`config.mk`:
```
export PLATFORM = sky130hd
export DESIGN_NAME = bt656_encoder
export DESIGN_NICKNAME = d
export VERILOG_FILES = /design/src/rtl/bt656_encoder.sv
export SDC_FILE = /design/constraint.sdc
export NUM_CORES = 1
export LEC_CHECK = 0
export BUFFER_PORTS_ARGS = -buffer_cell sky130_fd_sc_hd__buf_4
export CAP_MARGIN = 20
export CORE_UTILIZATION = 52
export CTS_BUF_LIST = sky130_fd_sc_hd__clkbuf_2 sky130_fd_sc_hd__clkbuf_4 sky130_fd_sc_hd__clkbuf_8
export DETAILED_ROUTE_END_ITERATION = 6
export PLACE_DENSITY_LB_ADDON = 0.3
export SYNTH_ARGS = -nofsm -noshare
export SYNTH_HDL_FRONTEND = slang
export SYNTH_SLANG_ARGS = --single-unit
```
`constraint.sdc`:
```
create_clock -name i_clk -period 2.3 [get_ports i_clk]
set_input_delay 0.115 -clock i_clk [delete_from_list [all_inputs] [get_ports i_clk]]
set_output_delay 0.115 -clock i_clk [all_outputs]
set_load 0.01 [all_outputs]
```
`src/rtl/bt656_encoder.sv`:
```
// BT.656 transmitter: emits EAV/SAV timing codes, blanking fill and active video
// for a 525-line frame. Active bytes come from an 8-bit source through valid/ready.
module bt656_encoder #(
  parameter int unsigned ACTIVE_WORDS   = 1440,
  parameter int unsigned HBLANK_WORDS   = 268,
  parameter int unsigned LINE_COUNT     = 525,
  parameter int unsigned F1_FIRST_LINE  = 266,
  parameter int unsigned V_BLANK1_END   = 19,
  parameter int unsigned V_BLANK2_FIRST = 264,
  parameter int unsigned V_BLANK2_LAST  = 282
) (
  input  logic       i_clk,
  input  logic       i_reset,
  input  logic [7:0] i_pixel_in,
  input  logic       i_pixel_valid,
  output logic       o_pixel_ready,
  output logic [9:0] o_bt_656,
  output logic       o_h,
  output logic       o_v,
  output logic       o_f,
  output logic [9:0] o_line_number,
  output logic       o_frame_start,
  output logic       o_underflow
);

  localparam int unsigned LINE_WORDS = 8 + HBLANK_WORDS + ACTIVE_WORDS;
  localparam int unsigned WW         = $clog2(LINE_WORDS);
  // Field 0 always starts on line 4 in 525-line timing.
  localparam int unsigned F0_FIRST_LINE = 4;

  localparam logic [WW-1:0] WordLast  = WW'(LINE_WORDS - 1);
  localparam logic [WW-1:0] EavXyWord = WW'(3);
  localparam logic [WW-1:0] SavWord   = WW'(4 + HBLANK_WORDS);
  localparam logic [WW-1:0] SavXyWord = WW'(4 + HBLANK_WORDS + 3);
  localparam logic [WW-1:0] ActWord   = WW'(8 + HBLANK_WORDS);

  localparam logic [9:0] LineLast = 10'(LINE_COUNT);
  localparam logic [9:0] F1Line   = 10'(F1_FIRST_LINE);
  localparam logic [9:0] F0Line   = 10'(F0_FIRST_LINE);
  localparam logic [9:0] Vb1End   = 10'(V_BLANK1_END);
  localparam logic [9:0] Vb2First = 10'(V_BLANK2_FIRST);
  localparam logic [9:0] Vb2Last  = 10'(V_BLANK2_LAST);

  logic [WW-1:0] r_word;
  logic [9:0]    r_line;
  logic [9:0]    r_bt_656;
  logic          r_h;
  logic          r_v;
  logic          r_f;
  logic [9:0]    r_line_number;
  logic          r_frame_start;
  logic          r_underflow;

  logic          w_f;
  logic          w_v;
  logic          w_in_hblank;
  logic          w_in_active;
  logic [7:0]    w_fill;
  logic [7:0]    w_byte;
  logic          w_underrun;

  function automatic logic [7:0] xy_code(input logic f, input logic v, input logic h);
    return {1'b1, f, v, h, v ^ h, f ^ h, f ^ v, f ^ v ^ h};
  endfunction

  // Line and word-region decode from the counter state.
  always_comb begin
    w_f         = (r_line >= F1Line) || (r_line < F0Line);
    w_v         = (r_line <= Vb1End) || ((r_line >= Vb2First) && (r_line <= Vb2Last));
    w_in_hblank = r_word < SavWord;
    w_in_active = r_word >= ActWord;
    w_fill      = r_word[0] ? 8'h10 : 8'h80;
  end

  // Hold ready low while reset is high so no pixel is taken by an aborted line.
  assign o_pixel_ready = w_in_active && !w_v && !i_reset;

  // Select the byte for the current word index.
  always_comb begin
    w_byte     = w_fill;
    w_underrun = 1'b0;
    if (r_word < SavWord && r_word <= EavXyWord) begin
      if (r_word == '0)             w_byte = 8'hFF;
      else if (r_word == EavXyWord) w_byte = xy_code(w_f, w_v, 1'b1);
      else                          w_byte = 8'h00;
    end else if (w_in_hblank) begin
      w_byte = w_fill;
    end else if (!w_in_active) begin
      if (r_word == SavWord)        w_byte = 8'hFF;
      else if (r_word == SavXyWord) w_byte = xy_code(w_f, w_v, 1'b0);
      else                          w_byte = 8'h00;
    end else if (!w_v) begin
      if (i_pixel_valid) begin
        // Keep 0x00/0xFF reserved for timing references.
        if (i_pixel_in == 8'h00)      w_byte = 8'h01;
        else if (i_pixel_in == 8'hFF) w_byte = 8'hFE;
        else                          w_byte = i_pixel_in;
      end else begin
        w_underrun = 1'b1;
      end
    end
  end

  // Counters and registered outputs; outputs lag the counters by one cycle.
  always_ff @(posedge i_clk) begin
    if (i_reset) begin
      r_word        <= '0;
      r_line        <= 10'd1;
      r_bt_656      <= '0;
      r_h           <= 1'b0;
      r_v           <= 1'b0;
      r_f           <= 1'b0;
      r_line_number <= '0;
      r_frame_start <= 1'b0;
      r_underflow   <= 1'b0;
    end else begin
      r_bt_656      <= {w_byte, 2'b00};
      r_h           <= w_in_hblank;
      r_v           <= w_v;
      r_f           <= w_f;
      r_line_number <= r_line;
      r_frame_start <= (r_word == '0) && (r_line == 10'd1);
      r_underflow   <= r_underflow | w_underrun;
      if (r_word == WordLast) begin
        r_word <= '0;
        r_line <= (r_line == LineLast) ? 10'd1 : r_line + 10'd1;
      end else begin
        r_word <= r_word + 1'b1;
      end
    end
  end

  assign o_bt_656      = r_bt_656;
  assign o_h           = r_h;
  assign o_v           = r_v;
  assign o_f           = r_f;
  assign o_line_number = r_line_number;
  assign o_frame_start = r_frame_start;
  assign o_underflow   = r_underflow;

endmodule

```
==> impl_metrics.tcl <==
set metrics [dict create \
    tns_ns 0 \
    hold_start "i_pixel_in[5]" \
    path_buf_inv 1 \
    synth_cell_types 56 \
    synthMuxAreaShare_pct 0.4472 \
    grt_first_pass_wirelength_mm 7.679 \
    gr-total-overflow 0 \
    clk_pin_slew_ns 0.09 \
    die_w_um 67.61 \
    grt_setup_unrepaired "false" \
    synth-simple-area-share_pct 30.41 \
    clkSinkCount 44 \
    cts_buffers 5 \
    drive_above_1_share_pct 22.26 \
    ff_latch_area_sq_um 882.1 \
    numPortBuffers 34 \
    critPathCaptureType "output port" \
    power.density_nw_per_um2 595.5 \
    syn_inst 262 \
    critPathKind "reg -> out" \
    ir_drop_uv 387.8 \
    synth.avg_cell_area_sq_um 8.544 \
    ff2ff_setup_slack_ns 0.24 \
    fin_nets 317 \
    status "finished, final reports clean" \
    synth_top_family_by_area "simple AND/OR/NAND/NOR gates" \
    drt_wl_total_mm 4.605 \
    synth.area.top_cells "dfxtp_1 (39%), nor2_1 (7.5%), xor2_1 (3.9%)" \
    crit_start "r_line[6]" \
    fin_crit_sh_pct 94.45 \
    crit_required_ns 2.18 \
    leakage_nw 1.150 \
    vias 1905 \
    worstSetupEndpoint "o_pixel_ready" \
    reg2reg_depth 7 \
    critPathTopFamily "simple AND/OR/NAND/NOR gates" \
    core_area_sq_um 4058 \
    route.met3.wl_um 295 \
    drtIter0Drc 132 \
    startpoint_type "flip-flop" \
    diodes 0 \
    crit_arrival_ns 2.06 \
    grt_pass1_vias 1735 \
    synth_compound_area_share_pct 13.47 \
    min_period_ns 2.172 \
    wire_per_inst_um 13.12 \
    wl_met2_mm 2.061 \
    netlist_area_sq_um 2238 \
    worstReg2RegStart "r_word[1]" \
    final_cell_count_no_fill 351 \
    post-route-util_pct 65.59 \
    cts_root_buf "clkbuf_8" \
    dieArea_sq_um 4571 \
    tightest_slew_ns 0.5841 \
    place_inst 343 \
    cp_max_fo 9 \
    yosys.area_share.adder_pct 3.354 \
    slew_headroom_pct 60.89 \
    synth_ff_type "dfxtp_1" \
    p_total_mw 1.585 \
    start_util_pct 55.16 \
    async_flop_share_pct 0 \
    max_stage_delay_ns 0.58 \
    grt_use_total_pct 22.37 \
    antenna_found_initial 0 \
    highest_layer "met4" \
    place_hpwl_mm 3.442 \
    max_freq_ghz 0.4603 \
    cts_max_path_buffers 2 \
    drcViolationCount 0 \
    setup_violations 0 \
    io_pins 37 \
    holdWs_ns 0.09085 \
    cp_cell_sequence "nor4_1 -> nor3b_2 -> nand2b_1 -> nor2_1 -> buf_4" \
    critPathSlowestCell "nor3b_2" \
    worstSkewPairLatency_ns 0.30 \
    ant_nets 0 \
    multi_input_area_sq_um 1237 \
    die_height_um 67.61 \
    grt_start_max_net_pins 27 \
    hold_viol 0 \
    clock_skew_ns 0.004801 \
    fillerInstances 341 \
    maxCapViolations 0 \
    via_per_inst 5.427 \
    row_count 23 \
    first_pass_iters 4 \
    cts_tree "yes" \
    gp_congestion 0.9843 \
    yosys.area.top_type "dfxtp_1" \
    synth_edf_count 0 \
    met1_length_mm 2.156 \
    ys_ff_latch 44 \
    synth-seq-area-share_pct 39.35 \
    rr_endpoint "r_line[4]" \
    worstHoldPathType "in -> reg" \
    yosys_warnings 0 \
    htreeDepth 2 \
    synthToLayoutAreaGrowth_pct 18.89 \
    yosysTopAreaCellShare_pct 39.35 \
    cp.depth 5 \
    synth_xor_area_share_pct 7.043 \
    slew_violations 0 \
]
routing by layer:
metal | GRT usage (%) | vias up
li1 | - | 974
met1 | 28.73 | 860
met2 | 35.27 | 63
met3 | 4.223 | 8
met4 | 11.44 | 0
met5 | 0 | -
where the power goes:
part	internal (mW)	switching (mW)
Clock	0.327	0.276
Sequential	0.790	0.0103
Combinational	0.0871	0.0944
stage by stage:
stage	setup WS (ns)	instance area (sq um)
floorplan	0.1382	2242
global placement	0.2146	2540
detailed placement	0.1383	2540
CTS	0.1188	2655
global route	0.04121	2661
finish	0.1276	2661
worst min-delay path, stage by stage:
cell      delay [ns]
buf_4           0.09
a311oi_1        0.08
nor2_1          0.08
registers in the layout, indices dropped and copies added, names as in the netlist:
| register | cells |
|---|---|
| r_line | 10 |
| o_f | 1 |
| o_v | 1 |
| o_line_number | 10 |
| o_frame_start | 1 |
| r_word | 11 |
| o_bt_656 | 8 |
| o_h | 1 |
| o_underflow | 1 |
cell usage in the layout (no fill, tap or decap), drive strengths merged, types with 3 or more instances in the layout:
cell / Yosys / layout
nor2: 46 / 46
buf: 8 / 44
dfxtp: 44 / 44
nand2: 12 / 12
a21oi: 11 / 11
nor2b: 11 / 11
o21ai: 10 / 10
nand3: 10 / 10
xor2: 10 / 10
inv: 9 / 10
xnor2: 8 / 8
ha: 6 / 6
nand4: 6 / 6
nor3: 5 / 5
clkbuf: 6 / 5
nor4: 5 / 5
nand2b: 5 / 5
and3: 5 / 5
a31oi: 4 / 4
o31ai: 4 / 4
or2: 3 / 3
o21a: 3 / 3
and2: 3 / 3
worst min path at each step:
stage	endpoint	cells after the start
after floorplan	o_bt_656[7]	2
after detailed placement	o_bt_656[7]	3
after global placement	o_bt_656[7]	3
after CTS	o_bt_656[7]	3
after global routing	o_bt_656[7]	3
final	o_bt_656[7]	3
timing repair:
item	in CTS	in global routing
resized for setup	0	2
setup endpoints to repair	0	4
buffers inserted	0	0
hold buffers	0	0
cells by family (layout without fill, tap and decap cells):
family,Yosys count,after routing
and+or+nand+nor,125,125
AOI/OAI and AO/OA,44,44
DFF,44,44
buffers and inverters,23,61
xor gates and xnor gates,18,18
adders and majority gates,6,6
other,1,2
muxes,1,1
area by class of cell:
| cell class | count | share of cell area (%) |
|---|---|---|
| Multi-Input combinational cell | 196 | 46.50 |
| Sequential cell | 44 | 33.15 |
| Timing Repair Buffer | 44 | 12.41 |
| Clock buffer | 5 | 2.586 |
| Tap cell | 50 | 2.351 |
| Clock inverter | 3 | 1.740 |
| Inverter | 9 | 1.269 |
cell usage after synthesis, types with 3 or more instances:
master,number
nor2_1,45
dfxtp_1,44
nand2_1,12
a21oi_1,11
nor2b_1,11
nand3_1,10
o21ai_0,10
xor2_1,10
inv_1,9
xnor2_1,8
clkbuf_1,6
ha_1,6
nand4_1,5
nor3_1,5
a31oi_1,4
and3_1,4
buf_6,4
nand2b_1,4
nor4_1,4
o31ai_1,4
buf_4,3
o21a_1,3
or2_2,3
No activity file was read; power rests on OpenSTA's default activity.
